## src/rtl/ldl_round_dispatch.sv

```systemverilog
// ldl_round_dispatch: distributes one upstream stream over CH_NUM output channels.
// Each channel has a one-entry buffer. Channels are chosen round robin, starting
// after the channel loaded last (pre_bin).
// Optional build feature: define LDL_ROUND_DISPATCH_CNT_EN to add a saturating
// 16-bit load counter per channel on cnt. Without the macro, cnt is tied to zero.
//
// Handshake (both sides): a word moves when valid and ready are high together at
// a rising edge. valid never depends on ready. A producer holds its word stable
// until the transfer happens. s_ready is combinational from the buffer flags and
// m_ready only. It never depends on s_valid.
module ldl_round_dispatch #(
  parameter int BIN_WIDTH  = 3,
  parameter int CH_NUM     = 1 << BIN_WIDTH,
  parameter int DATA_WIDTH = 8
) (
  input  logic                         clk,
  input  logic                         rst_n,
  input  logic                         s_valid,
  output logic                         s_ready,
  input  logic [DATA_WIDTH-1:0]        s_data,
  output logic [CH_NUM-1:0]            m_valid,
  input  logic [CH_NUM-1:0]            m_ready,
  output logic [CH_NUM*DATA_WIDTH-1:0] m_data,
  output logic [BIN_WIDTH-1:0]         pre_bin,
  output logic [CH_NUM*16-1:0]         cnt
);

  logic [CH_NUM-1:0]     full;
  logic [DATA_WIDTH-1:0] data_q [CH_NUM];
  logic [CH_NUM-1:0]     free;
  logic [BIN_WIDTH-1:0]  sel;
  logic [BIN_WIDTH-1:0]  idx;
  logic                  found;
  logic                  load;

  // A buffer that drains this cycle can take a new word in the same cycle.
  assign free    = ~full | m_ready;
  assign s_ready = |free;
  assign load    = s_valid & s_ready;
  assign m_valid = full;

  // Round-robin search. It starts at pre_bin+1 and wraps. pre_bin itself is checked last.
  always_comb begin
    sel   = pre_bin;
    idx   = pre_bin;
    found = 1'b0;
    for (int k = 1; k <= CH_NUM; k++) begin
      idx = pre_bin + BIN_WIDTH'(k);
      if (!found && free[idx]) begin
        sel   = idx;
        found = 1'b1;
      end
    end
  end

  // Buffer flags, data registers and the last-loaded pointer. A load has priority over a drain.
  always_ff @(posedge clk) begin
    if (!rst_n) begin
      full    <= '0;
      pre_bin <= '1;
      for (int i = 0; i < CH_NUM; i++) data_q[i] <= '0;
    end else begin
      for (int i = 0; i < CH_NUM; i++) begin
        if (load && sel == BIN_WIDTH'(i)) begin
          data_q[i] <= s_data;
          full[i]   <= 1'b1;
        end else if (full[i] && m_ready[i]) begin
          full[i] <= 1'b0;
        end
      end
      if (load) pre_bin <= sel;
    end
  end

  genvar g;
  generate
    for (g = 0; g < CH_NUM; g++) begin : g_data
      assign m_data[g*DATA_WIDTH +: DATA_WIDTH] = data_q[g];
    end
  endgenerate

`ifdef LDL_ROUND_DISPATCH_CNT_EN
  logic [15:0] cnt_q [CH_NUM];

  // Per-channel load counters. Each one stops at 0xFFFF instead of wrapping.
  always_ff @(posedge clk) begin
    if (!rst_n) begin
      for (int i = 0; i < CH_NUM; i++) cnt_q[i] <= '0;
    end else begin
      for (int i = 0; i < CH_NUM; i++) begin
        if (load && sel == BIN_WIDTH'(i) && cnt_q[i] != 16'hFFFF) cnt_q[i] <= cnt_q[i] + 16'd1;
      end
    end
  end

  generate
    for (g = 0; g < CH_NUM; g++) begin : g_cnt
      assign cnt[g*16 +: 16] = cnt_q[g];
    end
  endgenerate
`else
  assign cnt = '0;
`endif

endmodule

```

## config.mk

```make
export PLATFORM = sky130hd
export DESIGN_NAME = ldl_round_dispatch
export DESIGN_NICKNAME = d
export VERILOG_FILES = /design/src/rtl/ldl_round_dispatch.sv
export SDC_FILE = /design/constraint.sdc
export NUM_CORES = 1
export LEC_CHECK = 0
export ABC_AREA = 0
export ABC_CLOCK_PERIOD_IN_PS = 4900
export CAP_MARGIN = 15
export CORE_ASPECT_RATIO = 0.6
export CORE_MARGIN = 2
export CORE_UTILIZATION = 42
export DETAILED_ROUTE_END_ITERATION = 8
export HOLD_SLACK_MARGIN = 0.12
export PLACE_DENSITY = 0.81
export SLEW_MARGIN = 10
export SYNTH_ARGS = -nofsm -noshare
export SYNTH_HDL_FRONTEND = slang
export SYNTH_SLANG_ARGS = --single-unit
```

## constraint.sdc

```tcl
create_clock -name clk -period 4.9 [get_ports clk]
set_input_delay 0.98 -clock clk [delete_from_list [all_inputs] [get_ports clk]]
set_output_delay 0.98 -clock clk [all_outputs]
set_load 0.02 [all_outputs]
```

; ---- After elaboration in Yosys (flattened, before gate mapping)
; Memories as Yosys holds them, arrays and structs flattened.
; Index checks and enable logic that the tools add are counted.
[word_totals]
reg_bits = 11
ram_bits = 64
n_memories = 1
input_bits = 19
word_cells = 163
[op_classes]
addsub = 7
mux = 80
eq_ne = 7
order_cmp = 8
n_bitwise = 11
reduce_logical = 40
[mem_list]
columns = memory, words, word_bits, read_ports, rd_clocked_by_memory_dff, wr, line_no
row1 = data_q, 8, 8, 8, 0, 8, 29  ; logic [DATA_WIDTH-1:0] data_q [CH_NUM];
[ops]
columns = operator, count
row1 = 8-bit two-way mux, 8
row2 = 1-bit two-way mux, 56
row3 = 3-bit by 4-bit less-than comparator with 1-bit output (second input constant), 8
row4 = 1-bit binary-select mux with 3-bit select, 8
row5 = 3-bit two-way mux, 8
row6 = 1-bit logical AND, 23
row7 = 2-bit nonzero test, 8
row8 = 3-bit adder (second input constant), 4
row9 = 3-bit equality test (second input constant), 4
row10 = 8-bit NOT, 1
row11 = 1-bit bitwise OR, 8
row12 = 8-bit bitwise OR, 1
row13 = 8-bit OR reduction, 1
row14 = 1-bit logical NOT, 7
row15 = 3-bit by 2-bit adder with 3-bit output (second input constant), 2
row16 = 3-bit by 2-bit equality test with 1-bit output (second input constant), 2
row17 = 3-bit by 1-bit adder with 3-bit output (second input constant), 1
row18 = 3-bit by 1-bit equality test with 1-bit output (second input constant), 1
row19 = 3-bit logical NOT, 1
row20 = 1-bit AND, 1

; ---- Depth between registers and ports, before layout
; Gate-level depths: netlist (run 1).
[depth]
ltp_word = 32
mapped_depth = 13

; ---- Worst setup path before layout (run 1)
; OpenSTA, ideal clock, no wires.
[synth_path]
path_kind = flip-flop to flip-flop
start = reg pre_bin[1]
end = mem data_q[6][0] (netlist: data_q[1][16]), enable pin
period_less_slack_ps = 3793
arrival_time_ps = 3419
path_slack_ps = 1107
path_stages_with_launch = 13
t_required_ps = 4526
cell_sequence = dfxtp_1 clkinv_1 ha_1 clkbuf_1 inv_1 mux4_2 mux2i_1 and4bb_1 nand4_1 a22o_1 a21oi_2 nand2_1 o21ai_1
[synth_rtl]
columns = item, line_no
row1 = from (decl), 24  ; output logic [BIN_WIDTH-1:0] pre_bin,
row2 = from (signal assigned), 71  ; if (load) pre_bin <= sel;
row3 = to (decl), 29

==> results of run 1 <==
## power by group through the flow
| stage | logic (mW) | clock network, mW | registers (mW) |
|---|---|---|---|
| 3_5_place_dp | 0.669 | 0 | 0.813 |
| 2_1_floorplan | 0.454 | 0 | 0.884 |
| 4_1_cts | 0.671 | 0.825 | 0.802 |
| 6_report | 0.678 | 0.820 | 0.801 |
| 5_1_grt | 0.719 | 0.859 | 0.807 |
| 3_3_place_gp | 0.663 | 0 | 0.814 |
## stage by stage
stage	utilization [%]	hold WS, ns	cells
after floorplan	-	0.639	558
after global placement	48.5	0.628	665
after detailed placement	48.5	0.637	665
after CTS	51.8	0.650	681
after global routing	51.8	0.730	681
final	51.8	0.649	681
## cell families (layout without fill, tap and decap cells)
group,Yosys count,in the layout,synth area share (%)
other cells,1,128,0.0781
simple gates,126,126,14.0
xor+xnor,6,6,2.19
buf+inv,150,129,22.3
flops,75,75,44.6
fa+ha+maj,2,2,0.521
mux,26,26,8.28
compound gates,45,45,8.08
## worst paths after layout
kind	startpoint	to	depth (start not counted)
max reg2reg	pre_bin[0]$_SDFFE_PN1P_	data_q[0][21]$_SDFFCE_PN0P_	11
min	m_valid[4]$_SDFFE_PN0P_	m_valid[4]$_SDFFE_PN0P_	2
min reg2reg	m_valid[4]$_SDFFE_PN0P_	m_valid[4]$_SDFFE_PN0P_	2
max	m_ready[2]	data_q[0][21]$_SDFFCE_PN0P_	10
## area by class of cell
class | instances | area (um^2) | area share [%]
Sequential cell | 75 | 2140 | 36.8
Multi-Input combinational cell | 333 | 2070 | 35.6
Tap cell | 144 | 180 | 3.10
Clock inverter | 6 | 136 | 2.35
Timing Repair Buffer | 100 | 986 | 17.0
Clock buffer | 10 | 239 | 4.11
Inverter | 13 | 62.6 | 1.08
## registers in the layout (all words and copies together), names as in the netlist
| signal | count |
|---|---|
| pre_bin | 3 |
| m_valid | 8 |
| data_q | 64 |
## synth_stat cells, types with 2 or more instances
master    count  area (um^2)
o21ai_0       2         10.0
a21oi_1       3         15.0
a221oi_1      2         17.5
nand2_1      33          124
mux4_2       11          248
xnor2_4       2         55.1
nor2_1       53          199
a21boi_1      4         30.0
clkbuf_1      5         18.8
nor3_1        2         10.0
a21boi_2      4         45.0
nand2b_1      8         50.1
a211oi_1      3         22.5
ha_1          2         25.0
mux2i_1      15          150
xnor2_2       2         32.5
edfxtp_1     64         1920
inv_1        10         37.5
a22o_1        3         26.3
o221ai_1      3         26.3
nand4_1       2         12.5
nor2b_1      10         62.6
buf_4       131          983
o21ai_1       3         15.0
nand3_4       6          105
dfxtp_1      11          220
nor4_1        2         12.5
o22a_1        3         26.3
## per-layer routing
layer | part of all wire, % | track usage [%]
met2 | 45 | 27.7
met4 | 1.5 | 4.27
met5 | 0 | 0
met1 | 44 | 27.3
met3 | 9.7 | 6.19
## worst register-to-register path, cell delays in order (launching register included)
cell and delay, ns:
dfxtp_1 0.32, buf_4 0.22, ha_1 0.29, xnor2_2 0.45
mux4_2 0.40, mux2i_1 0.38, nand4bb_1 0.26, nor2_1 0.24
a22o_1 0.22, and3b_1 0.42, nand3_4 0.22, nand2_1 0.37
==> reports/metrics.cfg, run 1 <==
[clocking]
cts_tree = yes
hold_buffers = 0
root_buffer = clkbuf_16
cts_inserted_buffers = 9
cts_post_setup_buffers_inserted = 0
cts.sinks = 75
cts_buffer_depth = 2
cts_resized = 0
cts_max_level = 3
clkLatencyLatePin_ns = 0.33
path_clk_slew_ns = 0.06

[die]
die_area_mm2 = 0.0123
rows = 30
start_util_pct = 42.8
die_h_um = 86.8
pin_count = 223
die_width_um = 142
core_area_mm2 = 0.0112

[pwr]
clkPwrFrac_pct = 35.7
p_comb_share_pct = 29.5
switching_share_pct = 31.6
leakage_nw = 2.36
power_density_mw_per_mm2 = 395
p_int_mw = 1.57
p_seq_share_pct = 34.8
peakVddDrop_mv = 0.203
p_switching_mw = 0.727
finalPower_mw = 2.30

[finish]
syn_to_final_growth_pct = 21.0
fin_area_mm2 = 0.00581
final_cell_mix = 128 x conb_1, 94 x clkdlybuf4s50_1, 64 x edfxtp_1
layout_commonest_cell = conb_1
drive_gt1_share_pct = 10.1
antenna_cells = 0
fin_nets = 553
fillers = 966

[worst_setup_path]
path_buf_inv = 1
critPathArrivalTime_ns = 4.38
slowest_stage = mux4_2
cpPeakStageDelay_ns = 0.54
cp_top_family = simple AND/OR/NAND/NOR gates
path_cells = clkdlybuf4s50_1, nand2b_1, mux4_2, mux2i_1, nand4bb_1, nor2_1, a22o_1, and3b_1, nand3_4, nand2_1
reg2reg_slack_ns = 0.77
crit_fanout = 10
end_kind = flop
worstSetupPathType = input port to flop
cp-start-kind = input port
worst_ep_required_time_ns = 4.88

[logic_synthesis]
synth_area_mm2 = 0.00480
postSynth.asyncResetShare_pct = 0
synth_seq_area_share_pct = 44.6
syn_avg_cell_area_um2 = 11.1
ys_seq_elements = 75
ys.flop_type = edfxtp_1
ys_warn_count = 0
syn_inst = 431
synth_edf_count = 64
synth.distinct_cells = 60

[detailed_routing]
wl_um = 11800
drc = 0
viasPerCell = 4.83
wl_per_cell_um = 17.3
antenna_left = 0
first_pass_iters = 5
first_iter_violations = 331
vias = 3289

[placement]
place_area_mm2 = 0.00544
place_hpwl_um = 8810
port_buffers = 94
dpl_worst_slack_ns = 0.206
gp_congestion = 0.999

[timing]
max_freq_mhz = 227
drv_slew = 0
fin_ws_ns = 0.501
tightest_slew_ns = 0.979
slew_headroom_pct = 34.5
finalHoldViolations = 0
worst_clock_skew_ns = 0.00301
finalSetupTns_ns = 0
layout_worst_path_cycle_share_pct = 89.8
layout_min_cycle_time_ns = 4.40
rsz0062_at_grt = no
setup_viol_count_final = 0

[global_routing]
grt.total_usage_pct = 18.9
grt_start_max_net_pins = 29
antenna_found_initial = 0
grt_pass1_vias = 2922
grt_overflow = 0
grt_pass1_wl_um = 17200

[flow_run]
cap_violations = 0

[status]
status = finished clean

[min_path]
min_path_type = flop to flop

No activity file was read; power rests on OpenSTA's default activity.
==> run 2: changes to the inputs <==
--- a/config.mk
+++ b/config.mk
@@ -12,6 +12,7 @@
 export CORE_MARGIN = 2
 export CORE_UTILIZATION = 42
 export DETAILED_ROUTE_END_ITERATION = 8
+export GPL_ROUTABILITY_DRIVEN = 1
 export HOLD_SLACK_MARGIN = 0.12
 export PLACE_DENSITY = 0.81
 export SLEW_MARGIN = 10
==> results of run 2 <==
No change in the layout: final DEF, timing and power equal those of run 1.
